[src/rtl/vc_ctrl_pkg.sv]
// Shared flit-format constants, controller state encoding and width helpers
// for the virtual-channel controller and its output-selection sub-block.
package vc_ctrl_pkg;

    localparam int DATAW    = 35;
    localparam int TYPE_MSB = 35;
    localparam int TYPE_LSB = 33;
    localparam int TYPE_W   = TYPE_MSB - TYPE_LSB + 1;

    localparam logic [TYPE_W-1:0] TYPE_NONE     = 3'b000;
    localparam logic [TYPE_W-1:0] TYPE_HEAD     = 3'b001;
    localparam logic [TYPE_W-1:0] TYPE_BODY     = 3'b010;
    localparam logic [TYPE_W-1:0] TYPE_TAIL     = 3'b011;
    localparam logic [TYPE_W-1:0] TYPE_HEADTAIL = 3'b100;

    typedef enum logic [1:0] {
        ST_RC  = 2'd0,
        ST_VSA = 2'd1,
        ST_ST  = 2'd2
    } vc_state_e;

    function automatic int clog2(input int n);
        int r;
        int v;
        r = 0;
        v = 1;
        while (v < n) begin
            v = v * 2;
            r = r + 1;
        end
        return r;
    endfunction

    // Field widths never collapse to zero bits, even for single-entry ranges.
    function automatic int width_of(input int n);
        return (clog2(n) < 1) ? 1 : clog2(n);
    endfunction

endpackage

[src/rtl/vc_sel.sv]
// Picks the ready/lock bit of one (port, vc) pair and the grant of one port;
// any index outside the configured range reads as zero.
module vc_sel
    import vc_ctrl_pkg::*;
#(
    parameter int NPORT = 5,
    parameter int NVCH  = 2,
    parameter int PW    = 3,
    parameter int VW    = 1
) (
    input  logic [NPORT*NVCH-1:0] irdy,
    input  logic [NPORT*NVCH-1:0] ilck,
    input  logic [NPORT-1:0]      grt,
    input  logic [PW-1:0]         port,
    input  logic [VW-1:0]         vch,
    output logic                  sel_irdy,
    output logic                  sel_ilck,
    output logic                  sel_grt
);

    // Match-and-OR selection so unmatched (out-of-range) indices give 0.
    always_comb begin
        sel_irdy = 1'b0;
        sel_ilck = 1'b0;
        sel_grt  = 1'b0;
        for (int p = 0; p < NPORT; p++) begin
            sel_grt = sel_grt | ((port == PW'(p)) && grt[p]);
            for (int v = 0; v < NVCH; v++) begin
                sel_irdy = sel_irdy | ((port == PW'(p)) && (vch == VW'(v)) && irdy[p*NVCH+v]);
                sel_ilck = sel_ilck | ((port == PW'(p)) && (vch == VW'(v)) && ilck[p*NVCH+v]);
            end
        end
    end

endmodule

[src/rtl/vc_ctrl.sv]
// Per-input-VC controller: routing capture (RC), VC/switch allocation wait
// (VSA) and switch traversal (ST), with packet-length and wait watchdogs.
module vc_ctrl
    import vc_ctrl_pkg::*;
#(
    parameter int ROUTERID = 0,
    parameter int PCHID    = 0,
    parameter int VCHID    = 0,
    parameter int NPORT    = 5,
    parameter int NVCH     = 2,
    parameter int MAXLEN   = 16,
    parameter int WAITMAX  = 255
) (
    input  logic                                clk,
    input  logic                                rst_,
    input  logic [DATAW:0]                      bdata,
    input  logic                                bvalid,
    input  logic [width_of(NPORT)-1:0]          port,
    input  logic [width_of(NVCH)-1:0]           ovch,
    input  logic [NPORT*NVCH-1:0]               irdy,
    input  logic [NPORT*NVCH-1:0]               ilck,
    input  logic [NPORT-1:0]                    grt,
    output logic                                req,
    output logic                                send,
    output logic                                olck,
    output logic [width_of(MAXLEN+1)-1:0]       flitcnt,
    output logic                                err_len,
    output logic                                err_wait
);

    localparam int PW = width_of(NPORT);
    localparam int VW = width_of(NVCH);
    localparam int CW = width_of(MAXLEN + 1);
    localparam int WW = width_of(WAITMAX + 1);

    vc_state_e       state_r, state_s;
    logic            req_r, req_s;
    logic [CW-1:0]   flitcnt_r, flitcnt_s;
    logic [WW-1:0]   waitcnt_r, waitcnt_s;
    logic [PW-1:0]   lport_r, lport_s;
    logic [VW-1:0]   lovch_r, lovch_s;
    logic            err_len_r, err_len_s;
    logic            err_wait_r, err_wait_s;

    logic            sel_irdy_s;
    logic            sel_ilck_s;
    logic            sel_grt_s;
    logic [TYPE_W-1:0] ftype_s;
    logic            is_head_s;
    logic            is_tail_s;
    logic            send_s;
    logic            unused_s;

    vc_sel #(
        .NPORT (NPORT),
        .NVCH  (NVCH),
        .PW    (PW),
        .VW    (VW)
    ) u_sel (
        .irdy     (irdy),
        .ilck     (ilck),
        .grt      (grt),
        .port     (lport_r),
        .vch      (lovch_r),
        .sel_irdy (sel_irdy_s),
        .sel_ilck (sel_ilck_s),
        .sel_grt  (sel_grt_s)
    );

    assign ftype_s   = bdata[TYPE_MSB:TYPE_LSB];
    assign is_head_s = (ftype_s == TYPE_HEAD) || (ftype_s == TYPE_HEADTAIL);
    assign is_tail_s = (ftype_s == TYPE_TAIL) || (ftype_s == TYPE_HEADTAIL);
    assign send_s    = (state_r == ST_ST) && bvalid && sel_irdy_s && sel_grt_s;
    // Payload bits and informational identifiers are not consumed here.
    assign unused_s  = ^{bdata[TYPE_LSB-1:0], 32'(ROUTERID), 32'(PCHID), 32'(VCHID)};

    // Next-state, request and counter decisions.
    always_comb begin
        state_s    = state_r;
        req_s      = req_r;
        flitcnt_s  = flitcnt_r;
        waitcnt_s  = waitcnt_r;
        lport_s    = lport_r;
        lovch_s    = lovch_r;
        err_len_s  = 1'b0;
        err_wait_s = 1'b0;
        case (state_r)
            ST_RC: begin
                flitcnt_s = {CW{1'b0}};
                waitcnt_s = {WW{1'b0}};
                if (bvalid && is_head_s) begin
                    lport_s = port;
                    lovch_s = ovch;
                    req_s   = 1'b1;
                    state_s = ST_VSA;
                end else begin
                    req_s   = 1'b0;
                    state_s = ST_RC;
                end
            end
            ST_VSA: begin
                if (sel_irdy_s && sel_grt_s) begin
                    state_s   = ST_ST;
                    req_s     = 1'b1;
                    waitcnt_s = {WW{1'b0}};
                end else begin
                    req_s = !sel_ilck_s;
                    // The counter never holds WAITMAX: it wraps on the edge that reaches it.
                    if (waitcnt_r == WW'(WAITMAX - 1)) begin
                        err_wait_s = 1'b1;
                        waitcnt_s  = {WW{1'b0}};
                    end else begin
                        waitcnt_s  = waitcnt_r + WW'(1);
                    end
                end
            end
            ST_ST: begin
                if (send_s) begin
                    if (is_tail_s) begin
                        state_s   = ST_RC;
                        req_s     = 1'b0;
                        flitcnt_s = {CW{1'b0}};
                    end else if ((flitcnt_r + CW'(1)) == CW'(MAXLEN)) begin
                        err_len_s = 1'b1;
                        state_s   = ST_RC;
                        req_s     = 1'b0;
                        flitcnt_s = {CW{1'b0}};
                    end else begin
                        req_s     = 1'b1;
                        flitcnt_s = flitcnt_r + CW'(1);
                    end
                end else begin
                    req_s = 1'b1;
                end
            end
            default: begin
                state_s   = ST_RC;
                req_s     = 1'b0;
                flitcnt_s = {CW{1'b0}};
                waitcnt_s = {WW{1'b0}};
            end
        endcase
    end

    // State and output registers with synchronous active-low reset.
    always_ff @(posedge clk) begin
        if (!rst_) begin
            state_r    <= ST_RC;
            req_r      <= 1'b0;
            flitcnt_r  <= {CW{1'b0}};
            waitcnt_r  <= {WW{1'b0}};
            lport_r    <= {PW{1'b0}};
            lovch_r    <= {VW{1'b0}};
            err_len_r  <= 1'b0;
            err_wait_r <= 1'b0;
        end else begin
            state_r    <= state_s;
            req_r      <= req_s;
            flitcnt_r  <= flitcnt_s;
            waitcnt_r  <= waitcnt_s;
            lport_r    <= lport_s;
            lovch_r    <= lovch_s;
            err_len_r  <= err_len_s;
            err_wait_r <= err_wait_s;
        end
    end

    assign req      = req_r;
    assign send     = send_s;
    assign olck     = (state_r != ST_RC);
    assign flitcnt  = flitcnt_r;
    assign err_len  = err_len_r;
    assign err_wait = err_wait_r;

endmodule

[config.mk]
export PLATFORM = sky130hd
export DESIGN_NAME = vc_ctrl
export DESIGN_NICKNAME = d
export VERILOG_FILES = /design/src/rtl/vc_ctrl_pkg.sv /design/src/rtl/vc_sel.sv /design/src/rtl/vc_ctrl.sv
export SDC_FILE = /design/constraint.sdc
export NUM_CORES = 1
export LEC_CHECK = 0
export BUFFER_PORTS_ARGS = -buffer_cell sky130_fd_sc_hd__buf_2
export CORE_UTILIZATION = 30
export DETAILED_ROUTE_END_ITERATION = 8
export PLACE_DENSITY_LB_ADDON = 0.15
export SLEW_MARGIN = 40
export SYNTH_ARGS = -nofsm -noshare
export SYNTH_HDL_FRONTEND = slang
export SYNTH_HIERARCHICAL = 1
export SYNTH_SLANG_ARGS = --single-unit
[constraint.sdc]
create_clock -name clk -period 5.07 [get_ports clk]
set_input_delay 1.014 -clock clk [delete_from_list [all_inputs] [get_ports clk]]
set_output_delay 1.014 -clock clk [all_outputs]
set_load 0.05 [all_outputs]
# After elaboration in Yosys (flattened, before gate mapping)
# Index checks and enable logic that the tools add are counted.
# totals
memories	0
rom_bits	0
word_cells	123
out_inout_bits	10
reg_bits	22
mem_bits_rw	0
latchBits	0
input_bits	68
# classes
addsub	2
eq_ne	14
n_reduce_logical	51
div	0
muxes	21
order_cmp	0
bitwise	27
n_shift	0
mul	0
# op_table
op	count
$logic_and A1 B1 Y1	40
$or A1 B1 Y1	22
$mux W8	2
$pmux W8 S2	1
$mux W5	3
$pmux W5 S2	1
$eq A3 B2 Y1 const B	3
$add A8 B1 Y8 const B	1
$eq A8 B8 Y1 const B	1
$mux W1	8
$mux W2	4
$eq A3 B1 Y1 const B	2
$eq A3 B3 Y1 const B	2
$pmux W2 S3	1
$add A5 B1 Y5 const B	1
$eq A5 B5 Y1 const B	1
$not A1 Y1	5
$ne A2 B2 Y1 const B	2
$reduce_and A2 Y1	2
$reduce_or A4 Y1	1
$logic_not A3 Y1	1
$ne A3 B2 Y1 const B	1
$pmux W1 S3	1
$reduce_and A3 Y1	1
7 further kinds	8

# Logic depth before layout (Yosys ltp)
# Gate-level depths: netlist of run 1.
# logic_depth
ltp_word	16
depth_mapped	10

# Hierarchy
# Netlist of run 1, hierarchy kept.
# modules_own_cells
mod	seq_area_each_um2	cells_per_inst	area_each_um2	instances
vc_ctrl	440.4	131	1104.8	1
vc_sel	0.0	42	307.8	1

# Worst setup path after synthesis of run 1
# No wires, ideal clock.
# synth_path
path_kind	input to output
startpoint	in grt[1]
endpoint	out send
path_slack_ps	1800
arrival_time_ps	2256
required_time_ps	4056
path_stages	6
n_path_buf	0
cell_sequence	mux2i_1 -> o21a_1 -> o22ai_1 -> nand3_1 -> or2_4 -> inv_1
# synth_via
elab_chain_len	6
# synth_rtl
item	line	rtl
start: declaration	vc_ctrl.sv:22	input logic [NPORT-1:0] grt,
$logic_and A1 B1 Y1	vc_sel.sv:27	sel_grt = sel_grt | ((port == PW'(p)) && grt[p]);
$or A1 B1 Y1 (4 in series)	vc_sel.sv:27	
net sel_grt_s	vc_ctrl.sv:47	logic sel_grt_s;
$logic_and A1 B1 Y1	vc_ctrl.sv:73	assign send_s = (state_r == ST_ST) && bvalid && sel_irdy_s && sel_grt_s;
end: declaration	vc_ctrl.sv:24	output logic send,
# The timed path passes the listed nets, and every way through them passes these cells.

# Worst setup path in the final report of run 1
# layout_path
startpoint	reg lport_r[0]
endpoint	out send
# layout_via
elab_cells_between_ends	45
classes_between	4 x eq/ne; 13 x bitwise; 28 x reduce/logical
# layout_lines
item	line	rtl
start: declaration	vc_ctrl.sv:40	logic [PW-1:0] lport_r, lport_s;
start signal: assignment	vc_ctrl.sv:152	lport_r <= {PW{1'b0}};
start signal: assignment	vc_ctrl.sv:161	lport_r <= lport_s;
$eq A3 B1 Y1 or $logic_not A3 Y1 (tied branches)	vc_sel.sv:27	
$logic_and A1 B1 Y1	vc_sel.sv:27	
$or A1 B1 Y1 (3 in series)	vc_sel.sv:27	
$or A1 B1 Y1 (*)	vc_sel.sv:27	
net sel_grt_s	vc_ctrl.sv:47	
$logic_and A1 B1 Y1 (*)	vc_ctrl.sv:73	
# Mark *: on every way through the listed nets, which the timed path passes. The rest lies on a longest branch.

==> impl_metrics.ini, run 1 <==
[clock_network]
cts_sinks = 22
cts_tree = done
hold_buffers = 0
clock_insertion_delay_worst_skew_ps = 260
cts_max_level = 1
clockRootBuffer = clkbuf_8
cts_made_buffers = 3
path_clk_slew_ps = 70
cts_resized = 0
cts_setup_buffers = 0
ctsLongestPathBuffers = 2

[logic_synthesis]
synth_area_um2 = 1410
ys_ff_latch = 22
synthAdderAreaFrac = 0.0266
synthesis.area_per_instance_um2 = 8.17
syn_inst = 173
synth_xor_area_frac = 0.0434
synth-edff-count = 0
synthMuxAreaShare = 0.0717
yosysWarnings = 6
synth_cell_types = 50
synthFlopType = dfxtp_1
synth.net_count = 244
synth_compound_area_frac = 0.156
seq_area_frac_synth = 0.312
synthSimpleGateAreaFrac = 0.338
synth_top_family_by_area = simple AND/OR/NAND/NOR gates
async_reset_ff_frac = 0

[timing]
post-route-period-util = 0.699
rsz0062_at_grt = no
setup_tns_ps = 0
setup_viol = 0
slew_violations = 0
fmax_ghz = 0.282
worst_pin_slew_ps = 633
hold_viol = 0
fin_skew_ps = 4.13
min_period_ps = 3540
slew_headroom = 0.577

[critical_path]
crit_required_ps = 4060
arrival_ps = 2530
slowest_delay_ps = 730
worstPathCellList = mux2i_1, o21a_1, o22ai_1, nand3_1, or2_4, inv_1, buf_2
endpoint_kind = primary output
worst_setup_path_start_kind = flip-flop
cpMaxStageDelayCell = dfxtp_1
crit_type = flip-flop to primary output
cp.buffers_inverters = 2
path_max_fanout = 18
critPathTopFamily = flip-flops

[placed_design]
dpl_cell_area_um2 = 1640
io_buffers = 44
place_hpwl_um = 2490
gp_congestion = 0.729

[layout]
num_antenna_cells = 0
multi_input_comb_area_um2 = 898
regArea_um2 = 440
num-fill-cells = 494
finish.instance_area_um2 = 1680
final_nets = 284
drive_above_1_share = 0.237
syn_to_final_growth_pct = 19.2

[grt]
grt_max_degree = 19
grt_pass1_wl_um = 5510
antenna_found_initial = 0
grt_pass1_vias = 1236
grt.overflow.total = 0
grt_usage = 0.134

[die]
dieArea_um2 = 4990
fp.coreArea_um2 = 4440
ioPinCount = 78
start_util = 0.318
fp.dieH_um = 70.6
die_x_um = 70.6
rows = 24

[min_path]
hold_class = flip-flop to flip-flop

[run_status]
failed_checks = DRC
run_status = finished with violations

[routing]
via_per_inst = 5.08
wl_per_cell_um = 12.5
drt-initial-drc-count = 60
routed_wirelength_um = 3280
ant_nets = 0
drcViolationCount = 6
vias = 1337
dr.pass1.iters = 6

[power]
pwr_density_cell_nw_per_um2 = 211
vdd_ir_drop_max_mv = 0.124
leakagePower_nw = 0.705

[run]
maxCapViolCount = 0
-- sequential cells by signal (all words and copies together), names as in the netlist --
register and flops:
flitcnt 5, err_wait 1, err_len 1, state_r 2, lovch_r 1, lport_r 3, waitcnt_r 8, req 1
-- report_power, final --
group / leakage [nW] / internal [mW] / switching [mW]
clock: 0.0216 / 0.0530 / 0.0525
combinational: 0.506 / 0.0289 / 0.0359
sequential: 0.178 / 0.177 / 0.00766
-- cell usage in the layout, fill, tap and decap left out, types with 2 or more instances in the layout --
| master | synthesis | final |
|---|---|---|
| buf_2 | 4 | 44 |
| dfxtp_1 | 22 | 22 |
| nor2_1 | 16 | 16 |
| nand2_1 | 15 | 15 |
| nand3_1 | 9 | 9 |
| mux2i_1 | 9 | 9 |
| a21oi_1 | 8 | 8 |
| nand3b_1 | 7 | 7 |
| nand2b_1 | 4 | 4 |
| inv_1 | 4 | 4 |
| and3_1 | 4 | 4 |
| xnor2_1 | 4 | 4 |
| nor3_1 | 4 | 4 |
| o21ai_0 | 4 | 4 |
| o21a_1 | 4 | 4 |
| nand4_1 | 4 | 4 |
| o22ai_1 | 3 | 3 |
| xor2_1 | 3 | 3 |
| ha_1 | 3 | 3 |
| clkbuf_8 | 0 | 3 |
| and4_1 | 2 | 2 |
| nor3b_1 | 2 | 2 |
| a31oi_1 | 2 | 2 |
| or4b_1 | 2 | 2 |
| a32oi_1 | 2 | 2 |
| a211oi_1 | 2 | 2 |
| or4_1 | 2 | 2 |
| nor4_1 | 2 | 2 |
| or3b_1 | 2 | 2 |
-- area by class of cell --
class,count,area share
clock buffers,3,0.0245
inverters,5,0.0111
multi-input cells,137,0.533
flip-flops and latches,22,0.262
well taps,52,0.0386
repair buffers,44,0.131
-- synthesized netlist by cell type (7+ instances only) --
master     n  area (µm²)
nand2_1   15        56.3
dfxtp_1   22         440
nand3_1    9        45.0
mux2i_1    9        90.1
nand3b_1   7        52.6
a21oi_1    8        40.0
nor2_1    16        60.1
-- logic make-up (layout without fill, tap and decap cells) --
group	Yosys count	in the layout
AOI/OAI and AO/OA	33	33
xor gates and xnor gates	7	7
adders and majority gates	3	3
buffers and inverters	14	52
DFF	22	22
muxes	10	10
and+or+nand+nor	84	84
-- layer usage --
metal  GRT usage  share of wire  vias to the layer above
met3      0.0399          0.049                        2
met2       0.229           0.45                       23
met5           0              0                        -
li1            -              -                      711
met4      0.0156         0.0031                        0
met1       0.174           0.50                      601
-- worst paths after layout --
path | from | to | slack (ps) | cells past startpoint
worst max register to register | lport_r[0]$_SDFFE_PN0P_ | flitcnt[3]$_SDFFE_PN0P_ | 2400 | 7
worst max-delay path | lport_r[0]$_SDFFE_PN0P_ | send | 1530 | 7
worst min-delay path | waitcnt_r[7]$_SDFFE_PN0P_ | waitcnt_r[7]$_SDFFE_PN0P_ | 500 | 2
worst min register to register | waitcnt_r[7]$_SDFFE_PN0P_ | waitcnt_r[7]$_SDFFE_PN0P_ | 500 | 2
-- worst register-to-register path: stages, from the launching register on --
cell	delay [ps]
dfxtp_1	730
mux2i_1	170
o21a_1	190
o22ai_1	330
nand3_1	220
or2_4	300
or4_1	500
a31oi_1	160
-- metrics by stage --
step | cells | hold slack [ps] | worst slack [ps] | power (mW) | utilization
3_3_place_gp | 260 | 489 | 1480 | 0.254 | 0.370
3_5_place_dp | 260 | 488 | 1510 | 0.254 | 0.370
2_1_floorplan | 173 | 462 | 1800 | 0.232 | -
4_1_cts | 263 | 499 | 1480 | 0.361 | 0.379
5_1_grt | 263 | 525 | 1260 | 0.375 | 0.379
6_report | 263 | 497 | 1530 | 0.355 | 0.379
Power figures use the tool's default switching activity.
==> run 2: changes to the inputs <==
Clock period 5.07 ns to 3.6 ns, I/O delays scaled along.
==> run 2 against run 1 <==
Effect of this change:
- the flow still finishes with violations (DRC)
- core utilization rose by 0.65 points
- routed wire length barely moved
- power rose by 50%
- sequential share of layout area fell by 0.44 points
- highest routed layer unchanged
- clock skew rose by 2.4 ps
- largest cell class unchanged
- final cell count rose by 1.1%
- sequential power rose by 41%
==> impl_metrics.ini, run 2 (synthesis results as in run 1) <==
[timing]
worst_pin_slew_ps = 513
hold_viol = 0
setup_viol = 0
post-route-period-util = 0.903
hold_slack_ps = 505
fmax_ghz = 0.308
rsz0062_at_grt = no
final.setup.worst_slack_ps = 349
setup_tns_ps = 0
fin_skew_ps = 6.52
min_period_ps = 3250
slew_headroom = 0.656
slew_violations = 0

[clock_network]
cts_max_level = 1
cts_sinks = 22
path_clk_slew_ps = 80
hold_buffers = 0
cts_made_buffers = 3
cts_setup_buffers = 0
cts_tree = done
cts_resized = 0
clock_insertion_delay_worst_skew_ps = 260
ctsLongestPathBuffers = 2
clockRootBuffer = clkbuf_8

[die]
fp.dieH_um = 70.6
die_x_um = 70.6
ioPinCount = 78
rows = 24
dieArea_um2 = 4990
fp.coreArea_um2 = 4440
start_util = 0.318

[critical_path]
cpMaxStageDelayCell = dfxtp_1
slowest_delay_ps = 650
worstPathCellList = or3b_1, o32a_1, nand4_1, nand3_1, or2_4, inv_1, buf_2
arrival_ps = 2530
endpoint_kind = primary output
r2r_cells = 7
crit_required_ps = 2880
worst_setup_path_start_kind = flip-flop
crit_type = flip-flop to primary output
path_max_fanout = 17

[min_path]
hold_class = flip-flop to flip-flop
holdPathStages = 2

[power]
power_mw = 0.532
pwr_density_cell_nw_per_um2 = 311
leakagePower_nw = 0.723
vdd_ir_drop_max_mv = 0.214

[routing]
vias = 1370
drcViolationCount = 6
wl_per_cell_um = 12.3
drt-initial-drc-count = 52
ant_nets = 0
dr.pass1.iters = 6
routed_wirelength_um = 3280
via_per_inst = 5.15

[layout]
regMostFlops = waitcnt_r
final_common_cell = buf_2
num_antenna_cells = 0
fin_cells = 266
largest_reg_flops = 8
syn_to_final_growth_pct = 21.3
layout_common_cells = buf_2, dfxtp_1, nor2_1
final_nets = 286
drive_above_1_share = 0.248
finish.instance_area_um2 = 1710
fin_util = 0.385

[grt]
grt.overflow.total = 0
antenna_found_initial = 0
grt_max_degree = 18
grt_pass1_vias = 1259
grt_pass1_wl_um = 5570
grt_usage = 0.137

[placed_design]
io_buffers = 44
place_hpwl_um = 2530
dp_cells = 262
post-place-ws_ps = 643
gp_congestion = 0.760
dpl_cell_area_um2 = 1660

[run_status]
failed_checks = DRC
run_status = finished with violations

[run]
maxCapViolCount = 0
[run 2: report_power, final]
group,switching [mW],leakage [nW],internal (mW)
sequential,0.00981,0.178,0.249
combinational,0.0523,0.516,0.0428
clock,0.0811,0.0288,0.0975
[run 2: routing by layer]
metal,global-route usage,share of wire
met1,0.182,0.50
met2,0.234,0.45
met3,0.0342,0.044
met4,0.0133,0.0024
met5,0,0
[run 2: cell type report]
type	count	area (µm²)
Sequential cell	22	440
Timing Repair Buffer	46	235
Fill cell	472	2730
Inverter	5	18.8
Clock buffer	4	55.1
Tap cell	52	65.1
Multi-Input combinational cell	137	898
[run 2: worst paths after layout]
| path | startpoint | endpoint | slack [ps] |
|---|---|---|---|
| worst max register to register | lport_r[1]$_SDFFE_PN0P_ | flitcnt[3]$_SDFFE_PN0P_ | 940 |
| worst min register to register | waitcnt_r[7]$_SDFFE_PN0P_ | waitcnt_r[7]$_SDFFE_PN0P_ | 500 |
| worst max-delay path | lport_r[1]$_SDFFE_PN0P_ | send | 350 |
| worst min-delay path | waitcnt_r[7]$_SDFFE_PN0P_ | waitcnt_r[7]$_SDFFE_PN0P_ | 500 |
[run 2: critical path, delay by kind of cell, from the launching register on]
kind	cells	cell delay, ps
compound gates	1	200
flops	1	650
buf+inv	2	330
simple gates	4	1070
